$ cat src/rtl/icache_port_arbiter.sv
// Two-requester arbiter (demand fetch, next-line prefetch) in front of a single
// i-cache request/response channel; one transaction outstanding, flush-aware.
module icache_port_arbiter #(
    parameter int XLEN       = 32,
    parameter int LINE_W     = 128,
    parameter int STARVE_LIM = 3
) (
    input  logic              clk_i,
    input  logic              rst_n_i,
    input  logic              flush_i,
    input  logic [XLEN-1:0]   dmd_addr_i,
    input  logic              dmd_valid_i,
    output logic              dmd_ready_o,
    input  logic [XLEN-1:0]   pf_addr_i,
    input  logic              pf_valid_i,
    output logic              pf_ready_o,
    output logic [LINE_W-1:0] dmd_data_o,
    output logic              dmd_data_valid_o,
    input  logic              dmd_data_ready_i,
    output logic [LINE_W-1:0] pf_data_o,
    output logic              pf_data_valid_o,
    input  logic              pf_data_ready_i,
    output logic [XLEN-1:0]   addr_o,
    output logic              addr_valid_o,
    input  logic              addr_ready_i,
    input  logic [LINE_W-1:0] data_i,
    input  logic              data_valid_i,
    output logic              data_ready_o,
    output logic              busy_o
);

    localparam int CNT_W = $clog2(STARVE_LIM + 1);

    typedef enum logic [1:0] {IDLE, ADDR, WAIT, DISCARD} state_t;

    state_t            state_q, state_d;
    logic [XLEN-1:0]   addr_q, addr_d;
    logic              owner_q, owner_d;
    logic [CNT_W-1:0]  starve_cnt, starve_d;
    logic              flush_seen_q, flush_seen_d;

    logic              grant_pf;
    logic              dmd_grant, pf_grant;
    logic              owner_rdy;
    logic              fwd_valid;

    always_ff @(posedge clk_i or negedge rst_n_i) begin
        if (!rst_n_i) begin
            state_q      <= IDLE;
            addr_q       <= '0;
            owner_q      <= 1'b0;
            starve_cnt   <= '0;
            flush_seen_q <= 1'b0;
        end else begin
            state_q      <= state_d;
            addr_q       <= addr_d;
            owner_q      <= owner_d;
            starve_cnt   <= starve_d;
            flush_seen_q <= flush_seen_d;
        end
    end

    // Prefetch wins when demand is idle or demand has been favoured STARVE_LIM times in a row.
    assign grant_pf  = pf_valid_i && (!dmd_valid_i || (starve_cnt == CNT_W'(STARVE_LIM)));
    assign owner_rdy = owner_q ? pf_data_ready_i : dmd_data_ready_i;

    always_comb begin
        state_d      = state_q;
        addr_d       = addr_q;
        owner_d      = owner_q;
        starve_d     = starve_cnt;
        flush_seen_d = flush_seen_q;
        dmd_grant    = 1'b0;
        pf_grant     = 1'b0;
        addr_valid_o = 1'b0;
        data_ready_o = 1'b0;
        fwd_valid    = 1'b0;

        case (state_q)
            IDLE: begin
                flush_seen_d = 1'b0;
                if (!flush_i && (dmd_valid_i || pf_valid_i)) begin
                    state_d = ADDR;
                    if (grant_pf) begin
                        pf_grant = 1'b1;
                        owner_d  = 1'b1;
                        addr_d   = pf_addr_i;
                        starve_d = '0;
                    end else begin
                        dmd_grant = 1'b1;
                        owner_d   = 1'b0;
                        addr_d    = dmd_addr_i;
                        if (pf_valid_i)
                            starve_d = starve_cnt + CNT_W'(1);
                    end
                end
            end
            ADDR: begin
                // The address handshake must complete even if a flush arrives; remember it.
                addr_valid_o = 1'b1;
                if (addr_ready_i) begin
                    state_d      = (flush_seen_q || flush_i) ? DISCARD : WAIT;
                    flush_seen_d = 1'b0;
                end else if (flush_i) begin
                    flush_seen_d = 1'b1;
                end
            end
            WAIT: begin
                if (flush_i) begin
                    data_ready_o = 1'b1;
                    state_d      = data_valid_i ? IDLE : DISCARD;
                end else begin
                    data_ready_o = owner_rdy;
                    fwd_valid    = data_valid_i;
                    if (data_valid_i && owner_rdy)
                        state_d = IDLE;
                end
            end
            DISCARD: begin
                data_ready_o = 1'b1;
                if (data_valid_i)
                    state_d = IDLE;
            end
            default: state_d = IDLE;
        endcase

        if (flush_i)
            starve_d = '0;
    end

    // Grants are combinational from valid; hold them low while reset is asserted.
    assign dmd_ready_o      = dmd_grant & rst_n_i;
    assign pf_ready_o       = pf_grant & rst_n_i;

    assign dmd_data_o       = data_i;
    assign pf_data_o        = data_i;
    assign dmd_data_valid_o = fwd_valid & ~owner_q;
    assign pf_data_valid_o  = fwd_valid & owner_q;

    assign addr_o           = addr_q;
    assign busy_o           = (state_q != IDLE);

endmodule

$ cat config.mk
export PLATFORM = sky130hd
export DESIGN_NAME = icache_port_arbiter
export DESIGN_NICKNAME = d
export VERILOG_FILES = /design/src/rtl/icache_port_arbiter.sv
export SDC_FILE = /design/constraint.sdc
export NUM_CORES = 1
export LEC_CHECK = 0
export BUFFER_PORTS_ARGS = -buffer_cell sky130_fd_sc_hd__buf_2
export CAP_MARGIN = 25
export CORE_AREA = 10 10 183 185
export DETAILED_ROUTE_END_ITERATION = 16
export DIE_AREA = 0 0 193 195
export HOLD_SLACK_MARGIN = 0.1
export RECOVER_POWER = 50
export SETUP_SLACK_MARGIN = 0.2
export SLEW_MARGIN = 5
export SYNTH_ARGS = -nofsm -noshare
export SYNTH_HDL_FRONTEND = slang
export SYNTH_SLANG_ARGS = --single-unit
$ cat constraint.sdc
create_clock -name clk_i -period 2.9 [get_ports clk_i]
set_input_delay 0.58 -clock clk_i [delete_from_list [all_inputs] [get_ports clk_i]]
set_output_delay 0.58 -clock clk_i [all_outputs]
set_load 0.01 [all_outputs]
==> flow_metrics.py <==
metrics = {
    "clock_network": {
        "root_buffer": "clkbuf_16",
        "cts_sinks": 38,
        "numCtsBuffers": 5,
        "postCtsSetupRepairBufs": 0,
        "tritoncts": "done",
        "insertion_delay_ns": 0.28,
        "ctsHtreeMaxLevel": 2,
        "holdBufCountCts": 0,
        "cts_resized": 0,
        "clk_pin_slew_ns": 0.06,
        "clock_path_buffers": 2,
    },
    "global_routing": {
        "grt_max_degree": 39,
        "grt_antenna_before_repair": 0,
        "grt-ovfl-total": 0,
        "grt_pass1_wl_um": 20700,
        "grt.total_usage_pct": 7.74,
        "grt_pass1_vias": 2366,
    },
    "die": {
        "io-pin-count": 496,
        "die_area_mm2": 0.0376,
        "core_mm2": 0.0300,
        "start_util_pct": 12.5,
        "die_w_um": 193,
        "die_y_um": 195,
        "rows": 64,
    },
    "status": {
        "status": "complete, no violations",
    },
    "timing": {
        "fin_crit_ns": 2.43,
        "worstMarginPinSlew_ns": 1.00,
        "setup_slack_ns": 0.473,
        "post-route-period-util_pct": 83.7,
        "max_freq_mhz": 412,
        "finalSetupTns_ns": 0,
        "slew_viol_final": 0,
        "hold_viol": 0,
        "finalSetupViolCount": 0,
        "grt_setup_unrepaired": "false",
        "slew_headroom_pct": 33.2,
        "skew_ns": 0.00331,
    },
    "synthesis": {
        "synth-simple-area-share_pct": 8.65,
        "synth_cell_types": 26,
        "ys_seq_elements": 38,
        "yosysSeqAreaShare_pct": 25.3,
        "synth_compound_area_share_pct": 11.4,
        "synthAdderAreaFrac_pct": 0.333,
        "synthMuxAreaShare_pct": 0.266,
        "syn-cell-area_mm2": 0.00376,
        "synth_cells": 412,
        "synth_top_family_by_area": "buffers and inverters",
        "synth_nets": 614,
        "syn_avg_cell_area_um2": 9.13,
        "synth_xor_area_share_pct": 0,
        "yosys_warnings": 0,
    },
    "drt": {
        "routed_wl_um": 16100,
        "wl_per_cell_um": 24.4,
        "num_vias": 2133,
        "first_pass_iters": 5,
        "drc": 0,
        "via_per_inst": 3.23,
        "drt-initial-drc-count": 81,
        "ant_nets": 0,
    },
    "place": {
        "hpwl_um": 14200,
        "gp_congestion": 0.757,
        "dpl_worst_slack_ns": 0.465,
        "port_buffers": 111,
    },
    "worst_setup_path": {
        "crit_type": "flip-flop to primary output",
        "cp.arrival_ns": 1.85,
        "crit_path_start_kind": "flip-flop",
        "endpoint_kind": "primary output",
        "worstPathMaxFanout": 35,
        "cp_data_required_time_ns": 2.32,
    },
    "power_and_ir_drop": {
        "peakVddDrop_uv": 217,
        "leakage_nw": 1.18,
        "pwr_density_cell_mw_per_mm2": 885,
    },
    "final_layout": {
        "syn_to_final_growth_pct": -19.6,
        "multiInputGateArea_um2": 779,
        "layout_commonest_cell": "buf_2",
        "nets": 466,
        "seq_area_um2": 951,
        "fillers": 3469,
        "drive_gt1_share_pct": 46.8,
        "antenna_cells": 0,
        "final_cell_mix": "buf_2 (110), dfrtp_1 (38), or3_1 (34)",
    },
    "worst_hold_path": {
        "hp-class": "primary input to flip-flop",
    },
    "run": {
        "drv_cap": 0,
    },
}
-- metrics by stage --
step	util [%]	hold WS, ns	area [um^2]	power [mW]	instances
floorplan	-	0.284	3760	1.88	412
global placement	9.43	0.516	2830	1.94	653
detailed placement	9.43	0.542	2830	1.98	653
CTS	10.1	0.499	3030	2.72	661
global route	10.1	0.534	3020	2.86	661
finish	10.1	0.517	3020	2.67	661
-- sequential cells by signal, indices dropped and copies added (netlist names) --
name / flops
owner_q: 1
starve_cnt: 2
flush_seen_q: 1
state_q: 2
addr_o: 32
-- cells in the mapped netlist --
library cell | n | share of area [%]
ha_1 | 1 | 0.33
mux2i_1 | 1 | 0.27
buf_2 | 4 | 0.53
buf_4 | 256 | 51
a21oi_1 | 6 | 0.80
nor3_1 | 1 | 0.13
or4_1 | 1 | 0.20
nor4b_1 | 2 | 0.47
nor2_1 | 4 | 0.40
clkbuf_1 | 6 | 0.60
a21o_1 | 1 | 0.20
nand4_1 | 1 | 0.17
nand2_1 | 4 | 0.40
a21bo_2 | 1 | 0.27
o21ai_0 | 3 | 0.40
inv_1 | 3 | 0.30
a31oi_1 | 1 | 0.17
nor2b_1 | 2 | 0.33
buf_6 | 5 | 1.5
dfrtp_1 | 38 | 25
and3_1 | 1 | 0.17
and4_1 | 1 | 0.23
nand2b_1 | 2 | 0.33
nor4_1 | 1 | 0.17
o221a_1 | 32 | 9.6
or3_1 | 34 | 5.7
-- metal layers --
layer / track usage [%] / part of all wire (%)
met5: 1.37 / 0.42
met4: 2.82 / 3.2
met3: 10.3 / 31
met2: 12.6 / 45
met1: 4.54 / 20
-- worst max-delay path: stages (launching register included) --
cell and delay, ns:
dfrtp_1 0.45, or3_1 0.44, buf_4 0.26, nor2_2 0.13, and3_1 0.16, buf_2 0.13
-- where the power goes --
part,internal (mW),switching [mW]
Sequential,0.780,0.173
Clock,0.516,0.216
Combinational,0.493,0.496
Total,1.79,0.885
-- final timing paths --
kind / depth (start not counted) / start / slack, ns / endpoint
max: 5 / state_q[1] / 0.47 / dmd_ready_o
min: 2 / data_valid_i / 0.52 / state_q[1]
max reg2reg: 5 / state_q[1] / 0.72 / addr_o[22]
min reg2reg: 2 / flush_seen_q / 0.55 / flush_seen_q
max in group asynchronous: 2 / rst_n_i / 1.48 / addr_o[30]
min in group asynchronous: 2 / rst_n_i / 0.80 / addr_o[16]
-- cell type report --
type,count,area share (%)
sequential,38,31.5
multi-input combinational,100,25.8
timing repair buffer,116,19.4
tap,396,16.4
clock buffer,6,4.60
clock inverter,2,1.99
inverter,3,0.373
-- cell families after synthesis --
| logic type | Yosys count |
|---|---|
| AO/OA/AOI/OAI | 44 |
| adder cells (fa/ha/maj) | 1 |
| AND/OR/NAND/NOR | 54 |
| buffers and inverters | 274 |
| flip-flops | 38 |
| multiplexers | 1 |
Power figures use the tool's default switching activity.
